`config.mk`:
```
export PLATFORM = sky130hd
export DESIGN_NAME = seq_mult_32
export DESIGN_NICKNAME = d
export VERILOG_FILES = /design/src/rtl/seq_mult_32.sv
export SDC_FILE = /design/constraint.sdc
export NUM_CORES = 1
export LEC_CHECK = 0
export ABC_AREA = 1
export BUFFER_PORTS_ARGS = -buffer_cell sky130_fd_sc_hd__buf_2
export CORE_MARGIN = 10
export CORE_UTILIZATION = 30
export DETAILED_ROUTE_END_ITERATION = 10
export GPL_TIMING_DRIVEN = 0
export MAX_ROUTING_LAYER = met4
export PLACE_DENSITY = 0.59
export RECOVER_POWER = 50
export SYNTH_ARGS = -nofsm -noshare
export SYNTH_HDL_FRONTEND = slang
export SYNTH_SLANG_ARGS = --single-unit
```
`constraint.sdc`:
```
create_clock -name clk -period 2.7 [get_ports clk]
set_clock_uncertainty 0.2 [all_clocks]
set_input_delay 0.27 -clock clk [delete_from_list [all_inputs] [get_ports clk]]
set_output_delay 0.27 -clock clk [all_outputs]
set_load 0.02 [all_outputs]
```
`src/rtl/seq_mult_32.sv`:
```
// Sequential unsigned WIDTH x WIDTH shift-and-add multiplier, one iteration per clock.
// The partial-sum addition each cycle is done by an embedded 32-bit ripple adder.

module s32_bit_adder (
  input  logic [31:0] a,
  input  logic [31:0] b,
  input  logic        cin,
  output logic [31:0] sum,
  output logic        cout
);
  assign {cout, sum} = {1'b0, a} + {1'b0, b} + {32'd0, cin};
endmodule

module seq_mult_32 #(
  parameter int WIDTH = 32,
  parameter int CNT_W = 6
) (
  input  logic                 clk,
  input  logic                 rst_n,
  input  logic                 start,
  input  logic [WIDTH-1:0]     multiplicand,
  input  logic [WIDTH-1:0]     multiplier,
  output logic [2*WIDTH-1:0]   product,
  output logic                 busy,
  output logic                 done
);

  typedef enum logic [1:0] {IDLE, CALC, DONE} state_t;

  state_t             state_q;
  state_t             state_d;
  logic [WIDTH-1:0]   acc;
  logic [WIDTH-1:0]   mreg;
  logic [WIDTH-1:0]   mcand;
  logic [CNT_W-1:0]   cnt;
  logic [WIDTH-1:0]   sum;
  logic               cout;
  logic [WIDTH-1:0]   acc_nxt;
  logic [WIDTH-1:0]   mreg_nxt;
  logic               last_iter;

  s32_bit_adder u_add (
    .a    (acc),
    .b    (mcand),
    .cin  (1'b0),
    .sum  (sum),
    .cout (cout)
  );

  // One shift-and-add step; the adder carry becomes the new top bit of acc.
  always_comb begin
    acc_nxt  = {1'b0, acc[WIDTH-1:1]};
    mreg_nxt = {acc[0], mreg[WIDTH-1:1]};
    if (mreg[0]) begin
      acc_nxt  = {cout, sum[WIDTH-1:1]};
      mreg_nxt = {sum[0], mreg[WIDTH-1:1]};
    end
  end

  assign last_iter = (cnt == CNT_W'(WIDTH - 1));

  always_comb begin
    state_d = state_q;
    busy    = 1'b0;
    done    = 1'b0;
    case (state_q)
      IDLE: if (start) state_d = CALC;
      CALC: begin
        busy = 1'b1;
        if (last_iter) state_d = DONE;
      end
      DONE: begin
        busy    = 1'b1;
        done    = 1'b1;
        state_d = IDLE;
      end
      default: state_d = IDLE;
    endcase
  end

  always_ff @(posedge clk or negedge rst_n) begin
    if (!rst_n) state_q <= IDLE;
    else        state_q <= state_d;
  end

  always_ff @(posedge clk or negedge rst_n) begin
    if (!rst_n) begin
      acc     <= '0;
      mreg    <= '0;
      mcand   <= '0;
      cnt     <= '0;
      product <= '0;
    end else begin
      case (state_q)
        IDLE: if (start) begin
          mcand <= multiplicand;
          mreg  <= multiplier;
          acc   <= '0;
          cnt   <= '0;
        end
        CALC: begin
          acc  <= acc_nxt;
          mreg <= mreg_nxt;
          cnt  <= cnt + CNT_W'(1);
          if (last_iter) product <= {acc_nxt, mreg_nxt};
        end
        default: ;
      endcase
    end
  end

endmodule

```
==> results.sh, run 1 <==
export IMPL_ys_warn_count=0
export IMPL_port_buffers=132
export IMPL_clkTransAtPathRegs_ns=0.07
export IMPL_setup_ws_ns=0.193
export IMPL_cts_tree="yes"
export IMPL_die_h_um=198
export IMPL_status="finished, final reports clean"
export IMPL_fp_dieArea_um2=39100
export IMPL_grtUsageTotal_pct=16.1
export IMPL_end_kind="register"
export IMPL_cellInternalPower_w=0.00721
export IMPL_grt_overflow=0
export IMPL_p_clk_share_pct=19.0
export IMPL_synth_most_common_cell="nand2_1"
export IMPL_drc_errors=0
export IMPL_start_util_pct=30.2
export IMPL_place_gp_congestion=0.910
export IMPL_synth_distinct_cells=34
export IMPL_syn_area_um2=9470
export IMPL_layout_nets=1541
export IMPL_avgSynthCellArea_um2=7.76
export IMPL_cp_max_fo=10
export IMPL_hold_violations=0
export IMPL_hold_path_class="input pin to register"
export IMPL_cp_start_kind="register"
export IMPL_ios=133
export IMPL_async_flop_share_pct=100
export IMPL_die_width_um=198
export IMPL_setup_violations_final=0
export IMPL_grt_max_degree=86
export IMPL_antenna_left=0
export IMPL_rsz0062_at_grt="no"
export IMPL_syn_nets=1324
export IMPL_slew_headroom_pct=22.7
export IMPL_placementRows=65
export IMPL_yosysTopAreaCellShare_pct=44.4
export IMPL_seq_area_frac_synth_pct=44.4
export IMPL_finalPower_w=0.0135
export IMPL_multi_input_area_um2=4400
export IMPL_worstPathRequired_ns=2.79
export IMPL_synth_seq_cells=168
export IMPL_drv_cap=0
export IMPL_fillCellCount=3338
export IMPL_synth_edff_count=0
export IMPL_cts_sinks=168
export IMPL_clock_path_buffers=2
export IMPL_final_util_pct=37.7
export IMPL_antenna_found_initial=2
export IMPL_drtIter0Drc=576
export IMPL_avgViaCountPerCell=4.58
export IMPL_crit_type="register to register"
export IMPL_fmax_mhz=399
export IMPL_slowest_stage="clkbuf_1"
export IMPL_synthTopCellsByArea="dfrtp_1, nand2_1, inv_1"
export IMPL_peakVddDrop_mv=0.475
export IMPL_vias=8484
export IMPL_switching_share_pct=46.6
export IMPL_synthTopCellsByCount="nand2_1, inv_1, dfrtp_1, nand3_1, o21ai_0"
export IMPL_fin_crit_sh_pct=92.8
export IMPL_clk_latency_ns=0.44
export IMPL_htreeDepth=4
export IMPL_cts_buffers_inserted=17
export IMPL_syn_inst=1220
export IMPL_cp_arrival_ns=2.59
export IMPL_synth_ff_type="dfrtp_1"
export IMPL_routedWlPerCell_um=15.9
export IMPL_post_cts_setup_buffers=0
export IMPL_wirelength_mm=29.5
export IMPL_p_seq_share_pct=27.2
export IMPL_cts_root_buf="clkbuf_16"
export IMPL_power_switching_w=0.00629
export IMPL_critical_path_max_stage_delay_ns=0.62
export IMPL_yosysTopAreaCell="dfrtp_1"
export IMPL_regArea_um2=4200
export IMPL_core_area_um2=31400
export IMPL_worst_pin_slew_ns=1.16
export IMPL_hpwl_mm=22.5
export IMPL_area_delta_synth_final_pct=25.0
export IMPL_pre_cts_ws_ns=0.172
export IMPL_grt_first_pass_wirelength_mm=48.2
export IMPL_worstPathCellList="inv_1 -> ha_1 -> nand2_1 -> o21ai_2 -> clkbuf_1 -> o21ai_0"
export IMPL_p_comb_share_pct=53.8
export IMPL_first_pass_iters=4
export IMPL_power_leakage_nw=6.11
export IMPL_period_needed_ns=2.51
export IMPL_drive_gt1_share_pct=14.1
export IMPL_p_per_area_nw_per_um2=1140
export IMPL_slew_violations=0
export IMPL_grt_pass1_vias=8801
==> power groups by stage <==
stage	registers (W)	logic (W)	clock network, W
detailed placement	0.00370	0.00718	0
finish	0.00367	0.00727	0.00257
global route	0.00375	0.00835	0.00274
global placement	0.00369	0.00712	0
CTS	0.00367	0.00731	0.00263
floorplan	0.00356	0.00538	0
==> sequential cells by signal (all words and copies together), names as in the netlist <==
| name | count |
|---|---|
| state_q | 2 |
| product | 64 |
| acc | 32 |
| cnt | 6 |
| mreg | 32 |
| mcand | 32 |
==> path summary, 6_finish.rpt <==
kind                                  start  cells after the start     endpoint  slack (ns)
worst max register to register   state_q[1]                      6      acc[12]        0.19
max in group asynchronous             rst_n                      3  product[50]        0.50
worst min-delay path                  start                      3   state_q[1]        0.02
worst min register to register  product[42]                      2  product[42]        0.28
min in group asynchronous             rst_n                      2  product[15]        0.41
worst max-delay path             state_q[1]                      6      acc[12]        0.19
==> kinds of logic after synthesis <==
| group | after synthesis | share of synthesized area [%] |
|---|---|---|
| simple gates | 588 | 26.4 |
| buf+inv | 215 | 9.19 |
| flops | 168 | 44.4 |
| compound gates | 165 | 9.89 |
| fa+ha+maj | 37 | 4.97 |
| mux | 32 | 3.80 |
| xor+xnor | 15 | 1.39 |
==> cell usage in the layout, fill, tap and decap left out, types with 3 or more instances in the layout <==
master	n
inv_8	3
buf_1	3
nor3_1	8
o21ai_1	41
o21bai_1	3
nand2_1	404
nand3_2	10
xnor2_1	15
mux2_2	32
o22ai_1	3
inv_1	171
ha_1	36
buf_2	82
o21ai_0	56
inv_6	5
dfrtp_1	168
nor2_2	5
o211ai_1	33
nor2_1	46
clkbuf_16	17
a21oi_1	25
buf_6	4
clkbuf_1	79
or2_2	12
nand4_1	3
nand2_2	12
nand3_1	83
dlygate4sd3_1	65
buf_4	6
==> critical path: cells and delay by family, from the launching register on <==
kind / cells / cell delay (ns)
buf+inv: 2 / 0.73
flops: 1 / 0.39
simple gates: 1 / 0.31
compound gates: 2 / 0.48
fa+ha+maj: 1 / 0.24
==> layer usage <==
metal  track usage, %  wire length (um)  vias up
met5                -                 0        -
met4             5.27               543        0
met3             2.81              1230       29
met2             24.5             13200      157
met1             21.3             14400     3976
li1                 -                 -     4322
==> area by class of cell <==
type,count,area share (%)
antenna,2,0.0423
buffer,42,1.87
clock buffer,17,3.59
clock inverter,15,1.54
inverter,173,5.49
multi-input combinational,837,37.2
sequential,168,35.5
tap,402,4.25
timing repair buffer,198,10.5
==> metrics by stage <==
step / hold slack (ns) / area (um^2) / setup TNS, ns / cells
5_1_grt: 0.0298 / 11800 / 0 / 1854
3_3_place_gp: 0.253 / 10600 / -264.25 / 1754
4_1_cts: 0.00388 / 11900 / 0 / 1852
3_5_place_dp: 0.107 / 10700 / 0 / 1755
2_1_floorplan: -0.226 / 9470 / 0 / 1220
6_report: 0.0199 / 11800 / 0 / 1854
==> repair_timing <==
action	in CTS	in global routing
hold endpoints to repair	147	0
hold buffers	65	0
gates resized for setup	0	1
setup endpoints to repair	0	3
Note: power is estimated with default switching activity, not from simulation.
==> run 2: changes to the inputs <==
==> constraint.sdc (replaced) <==
create_clock -name clk -period 2.4 [get_ports clk]
set_clock_uncertainty 0.2 [all_clocks]
set_input_delay 0.24 -clock clk [delete_from_list [all_inputs] [get_ports clk]]
set_output_delay 0.24 -clock clk [all_outputs]
set_load 0.02 [all_outputs]
==> results.sh, run 2 (same netlist as run 1, synthesis figures left out) <==
export IMPL_status="finished, final reports clean"
export IMPL_cp_arrival_ns=2.42
export IMPL_drv_cap=0
export IMPL_cts_buffers_inserted=17
export IMPL_layout_common_cells="nand2_1, inv_1, dfrtp_1"
export IMPL_area_delta_synth_final_pct=27.0
export IMPL_highest_layer="met4"
export IMPL_dr_wl_met3_mm=1.27
export IMPL_route_met2_wl_mm=13.4
export IMPL_cpMostUsedCell="clkbuf_1"
export IMPL_worst_pin_slew_ns=1.18
export IMPL_cp_max_fo=10
export IMPL_slew_headroom_pct=21.4
export IMPL_core_area_um2=31400
export IMPL_clkTransAtPathRegs_ns=0.07
export IMPL_clock_path_buffers=2
export IMPL_setup_violations_final=0
export IMPL_crit_type="register to register"
export IMPL_end_kind="register"
export IMPL_antenna_found_initial=1
export IMPL_die_width_um=198
export IMPL_cts_sinks=168
export IMPL_slew_violations=0
export IMPL_grtUsageTotal_pct=16.1
export IMPL_drc_errors=0
export IMPL_worstPathRequired_ns=2.52
export IMPL_die_h_um=198
export IMPL_routedWlPerCell_um=16.0
export IMPL_drive_gt1_share_pct=16.6
export IMPL_power_leakage_nw=6.14
export IMPL_final_common_cell="nand2_1"
export IMPL_period_needed_ns=2.30
export IMPL_grt_max_degree=86
export IMPL_cts_root_buf="clkbuf_16"
export IMPL_drt_met1_wl_mm=14.4
export IMPL_grt_first_pass_wirelength_mm=48.2
export IMPL_slowest_stage="clkbuf_1"
export IMPL_fin_crit_sh_pct=95.7
export IMPL_ios=133
export IMPL_grt_overflow=0
export IMPL_hold_path_class="register to register"
export IMPL_placementRows=65
export IMPL_layout_nets=1545
export IMPL_antenna_left=0
export IMPL_final_util_pct=38.3
export IMPL_top_register="product"
export IMPL_p_per_area_nw_per_um2=1290
export IMPL_cp_start_kind="register"
export IMPL_drtIter0Drc=591
export IMPL_crit_buf_inv=2
export IMPL_finalPower_w=0.0156
export IMPL_worstPathCellList="clkbuf_1 -> clkbuf_1 -> nand3_1 -> o211ai_1 -> nand2_1"
export IMPL_cts_tree="yes"
export IMPL_vias=8541
export IMPL_fmax_mhz=435
export IMPL_start_util_pct=30.2
export IMPL_port_buffers=132
export IMPL_largest_reg_flops=64
export IMPL_place_gp_congestion=0.910
export IMPL_cp_top_family="buffers and inverters"
export IMPL_htreeDepth=4
export IMPL_peakVddDrop_mv=0.563
export IMPL_hpwl_mm=22.5
export IMPL_grt_pass1_vias=8797
export IMPL_hold_violations=0
export IMPL_critical_path_max_stage_delay_ns=0.57
export IMPL_fp_dieArea_um2=39100
export IMPL_first_pass_iters=5
export IMPL_avgViaCountPerCell=4.60
export IMPL_clk_latency_ns=0.44
export IMPL_wirelength_mm=29.7
-- run 2: cell types whose count changed in the layout (fill, tap and decap cells not counted), moves of 4 or more --
| cell | before | now |
|---|---|---|
| nand2_2 | 12 | 16 |
| nor2_2 | 5 | 10 |
| nand2_1 | 404 | 399 |
| a21oi_2 | 0 | 5 |
| nor2_1 | 46 | 41 |
| a21oi_1 | 25 | 20 |
| nand3_1 | 83 | 79 |
| ha_2 | 0 | 9 |
| ha_1 | 36 | 24 |
| nand3_2 | 10 | 14 |
-- run 2: report_power, final --
part | internal [W] | switching (W) | leakage [nW]
combinational | 0.00308 | 0.00545 | 3.67
sequential | 0.00366 | 0.000493 | 2.18
clock | 0.00158 | 0.00132 | 0.294
-- run 2: final cells by class --
class                           instances  area [um^2]
Antenna cell                            1         2.50
Buffer                                 42          223
Clock buffer                           17          425
Clock inverter                         15          183
Fill cell                            3318        19400
Inverter                              173          649
Multi-Input combinational cell        837         4550
Sequential cell                       168         4200
Tap cell                              402          503
Timing Repair Buffer                  202         1290
-- run 2: worst paths after layout --
kind / start / to / slack [ns] / depth (start not counted)
setup / recovery: mreg[0] / product[49] / 0.10 / 5
hold / removal: product[42] / product[42] / 0.28 / 2
setup reg to reg: mreg[0] / product[49] / 0.10 / 5
hold reg to reg: product[42] / product[42] / 0.28 / 2
max in group asynchronous: rst_n / product[50] / 0.59 / 3
min in group asynchronous: rst_n / product[15] / 0.39 / 2
-- run 2: repair_timing --
item                                    in CTS  in global routing
hold endpoints to repair                   148                  0
endpoints found under the setup margin      18                 44
hold buffers                                66                  0
pin swaps                                    1                  3
resized for setup                            4                 33
buffers inserted                             0                  3
-- run 2: worst register-to-register path, cell delays in order (launching register included) --
cell and delay (ns):
dfrtp_1 0.38, clkbuf_1 0.57, clkbuf_1 0.55, nand3_1 0.26, o211ai_1 0.15, nand2_1 0.07
-- run 2: layer usage --
metal	global-route usage, %	vias up
li1	-	4329
met1	21.3	4010
met2	24.4	170
met3	2.71	32
met4	5.27	0
met5	-	-
-- run 2: through the flow --
step | instances | instance area, um^2 | TNS (ns) | hold WS (ns) | setup slack, ns
finish | 1857 | 12000 | 0 | 0.277 | 0.103
global route | 1857 | 12000 | -0.0382 | 0.307 | -0.0179
CTS | 1853 | 12000 | 0 | 0.187 | 0.0263
detailed placement | 1755 | 10700 | -0.815 | 0.0768 | -0.128
global placement | 1754 | 10600 | -310.31 | 0.253 | -1.86
floorplan | 1220 | 9470 | 0 | -0.256 | 0.304
==> run 3: changes to the inputs <==
--- a/config.mk
+++ b/config.mk
@@ -8,11 +8,11 @@
 export ABC_AREA = 1
 export BUFFER_PORTS_ARGS = -buffer_cell sky130_fd_sc_hd__buf_2
 export CORE_MARGIN = 10
-export CORE_UTILIZATION = 30
+export CORE_UTILIZATION = 35
 export DETAILED_ROUTE_END_ITERATION = 10
 export GPL_TIMING_DRIVEN = 0
 export MAX_ROUTING_LAYER = met4
-export PLACE_DENSITY = 0.59
+export PLACE_DENSITY = 0.65
 export RECOVER_POWER = 50
 export SYNTH_ARGS = -nofsm -noshare
 export SYNTH_HDL_FRONTEND = slang
==> results.sh, run 3 (same netlist as run 1, synthesis figures left out) <==
export IMPL_setup_violations_final=0
export IMPL_end_kind="register"
export IMPL_switching_share_pct=47.2
export IMPL_fmax_mhz=439
export IMPL_hold_path_class="input pin to async pin"
export IMPL_fin_crit_sh_pct=95.0
export IMPL_grt_max_degree=98
export IMPL_period_needed_ns=2.28
export IMPL_cp_max_fo=3
export IMPL_cts_sinks=168
export IMPL_p_per_area_nw_per_um2=1290
export IMPL_fp_dieArea_um2=34000
export IMPL_grt_pass1_vias=8496
export IMPL_post_route_cell_area_um2=11900
export IMPL_clock_path_buffers=2
export IMPL_drc_errors=0
export IMPL_htreeDepth=4
export IMPL_ios=133
export IMPL_area_delta_synth_final_pct=25.9
export IMPL_holdWs_ns=0.128
export IMPL_status="finished, final reports clean"
export IMPL_die_h_um=185
export IMPL_slew_headroom_pct=39.9
export IMPL_die_width_um=185
export IMPL_layout_nets=1544
export IMPL_power_leakage_nw=6.15
export IMPL_vias=8569
export IMPL_p_seq_share_pct=27.0
export IMPL_slew_violations=0
export IMPL_crit_type="register to register"
export IMPL_reg2reg_depth=13
export IMPL_worst_pin_slew_ns=0.902
export IMPL_grt_first_pass_wirelength_mm=45.4
export IMPL_hold_violations=0
export IMPL_grtUsageTotal_pct=17.3
export IMPL_drv_cap=0
export IMPL_grt_overflow=0
export IMPL_clkTransAtPathRegs_ns=0.09
export IMPL_wirelength_mm=28.4
export IMPL_largest_reg_flops=64
export IMPL_peakVddDrop_mv=0.556
export IMPL_antenna_found_initial=0
export IMPL_cp_arrival_ns=2.41
export IMPL_port_buffers=132
export IMPL_r2r_end="product[61]"
export IMPL_cellInternalPower_w=0.00812
export IMPL_top_register="product"
export IMPL_drive_gt1_share_pct=15.6
export IMPL_layout_common_cells="nand2_1, inv_1, dfrtp_1"
export IMPL_dpl_instance_area_um2=10600
export IMPL_start_util_pct=35.3
export IMPL_cp_start_kind="register"
export IMPL_antenna_left=0
export IMPL_hpwl_mm=21.5
export IMPL_p_comb_share_pct=54.1
export IMPL_cts_tree="yes"
export IMPL_final_common_cell="nand2_1"
export IMPL_ff2ff_setup_slack_ns=0.12
export IMPL_drtIter0Drc=524
export IMPL_r2r_start="mcand[0]"
export IMPL_p_clk_share_pct=18.9
export IMPL_placementRows=60
export IMPL_routedWlPerCell_um=15.8
export IMPL_first_pass_iters=5
export IMPL_clk_latency_ns=0.44
export IMPL_worstPathRequired_ns=2.53
export IMPL_rsz0062_at_grt="yes"
export IMPL_power_switching_w=0.00727
export IMPL_core_area_um2=26800
export IMPL_cts_root_buf="clkbuf_16"
export IMPL_cts_buffers_inserted=17
export IMPL_diodes=0
export IMPL_avgViaCountPerCell=4.78
export IMPL_place_gp_congestion=0.948
==> run 3: changes by cell type in the layout (fill, tap and decap cells not counted), sizes merged <==
| cell | previous run | this run |
|---|---|---|
| clkinvlp | 2 | 0 |
| clkbuf | 97 | 96 |
| bufinv | 2 | 0 |
| clkinv | 3 | 8 |
| diode | 1 | 0 |
| inv | 181 | 180 |
==> run 3: final cells by class <==
| type | count | area [um^2] |
|---|---|---|
| inverter | 173 | 649 |
| fill | 2694 | 14900 |
| clock inverter | 15 | 211 |
| timing repair buffer | 201 | 1280 |
| clock buffer | 17 | 425 |
| tap | 341 | 427 |
| sequential | 168 | 4200 |
| buffer | 42 | 223 |
| multi-input combinational | 837 | 4510 |
==> run 3: worst max-delay path, stage by stage (launching register included) <==
cell,delay (ns)
dfrtp_1,0.41
ha_2,0.21
fa_2,0.37
buf_4,0.17
nand2_1,0.07
nand3_2,0.09
nand2_2,0.11
nand2_4,0.08
nand2_1,0.10
nand2_1,0.05
nand2_1,0.07
nand3_2,0.08
nand3_1,0.10
nand2_1,0.06
==> run 3: how the worst max path moves through the flow <==
stage | startpoint | to | slack [ns] | depth (start not counted)
after floorplan | acc[0] | acc[19] | 0.30 | 12
after global placement | rst_n | acc[18] | -1.81 | 1
after detailed placement | mcand[0] | acc[31] | -0.09 | 12
after CTS | mcand[0] | acc[19] | 0.01 | 12
after global routing | acc[25] | product[57] | -0.02 | 10
final | mcand[0] | product[61] | 0.12 | 13
==> run 3: power groups by stage <==
stage               sequential, W  combinational [W]  clock (W)
floorplan                 0.00401            0.00605          0
global placement          0.00414            0.00788          0
detailed placement        0.00417            0.00797          0
CTS                       0.00412            0.00815    0.00297
global route              0.00424            0.00941    0.00308
finish                    0.00416            0.00833    0.00291
==> run 3: metal layers <==
metal | track usage (%) | wire length (um)
met1 | 23.2 | 13900
met2 | 26.3 | 12800
met3 | 2.85 | 1240
met4 | 5.11 | 475
met5 | - | 0
==> run 3: repair_timing <==
| action | CTS | global route |
|---|---|---|
| pin swaps | 1 | 2 |
| hold buffers | 66 | 0 |
| gates cloned | 0 | 0 |
| gates resized for setup | 4 | 20 |
| hold endpoints to repair | 136 | 0 |
| endpoints found under the setup margin | 12 | 32 |
| setup buffers | 1 | 1 |
==> run 3: per-stage QoR <==
step / utilization (%) / power [W] / setup TNS [ns] / instances / worst slack, ns
finish: 44.5 / 0.0154 / 0 / 1794 / 0.120
global route: 44.5 / 0.0167 / -0.0661 / 1794 / -0.0236
CTS: 44.5 / 0.0152 / 0 / 1793 / 0.0138
detailed placement: 39.5 / 0.0121 / -0.572 / 1694 / -0.0926
global placement: 39.4 / 0.0120 / -300.59 / 1693 / -1.81
floorplan: - / 0.0101 / 0 / 1220 / 0.304
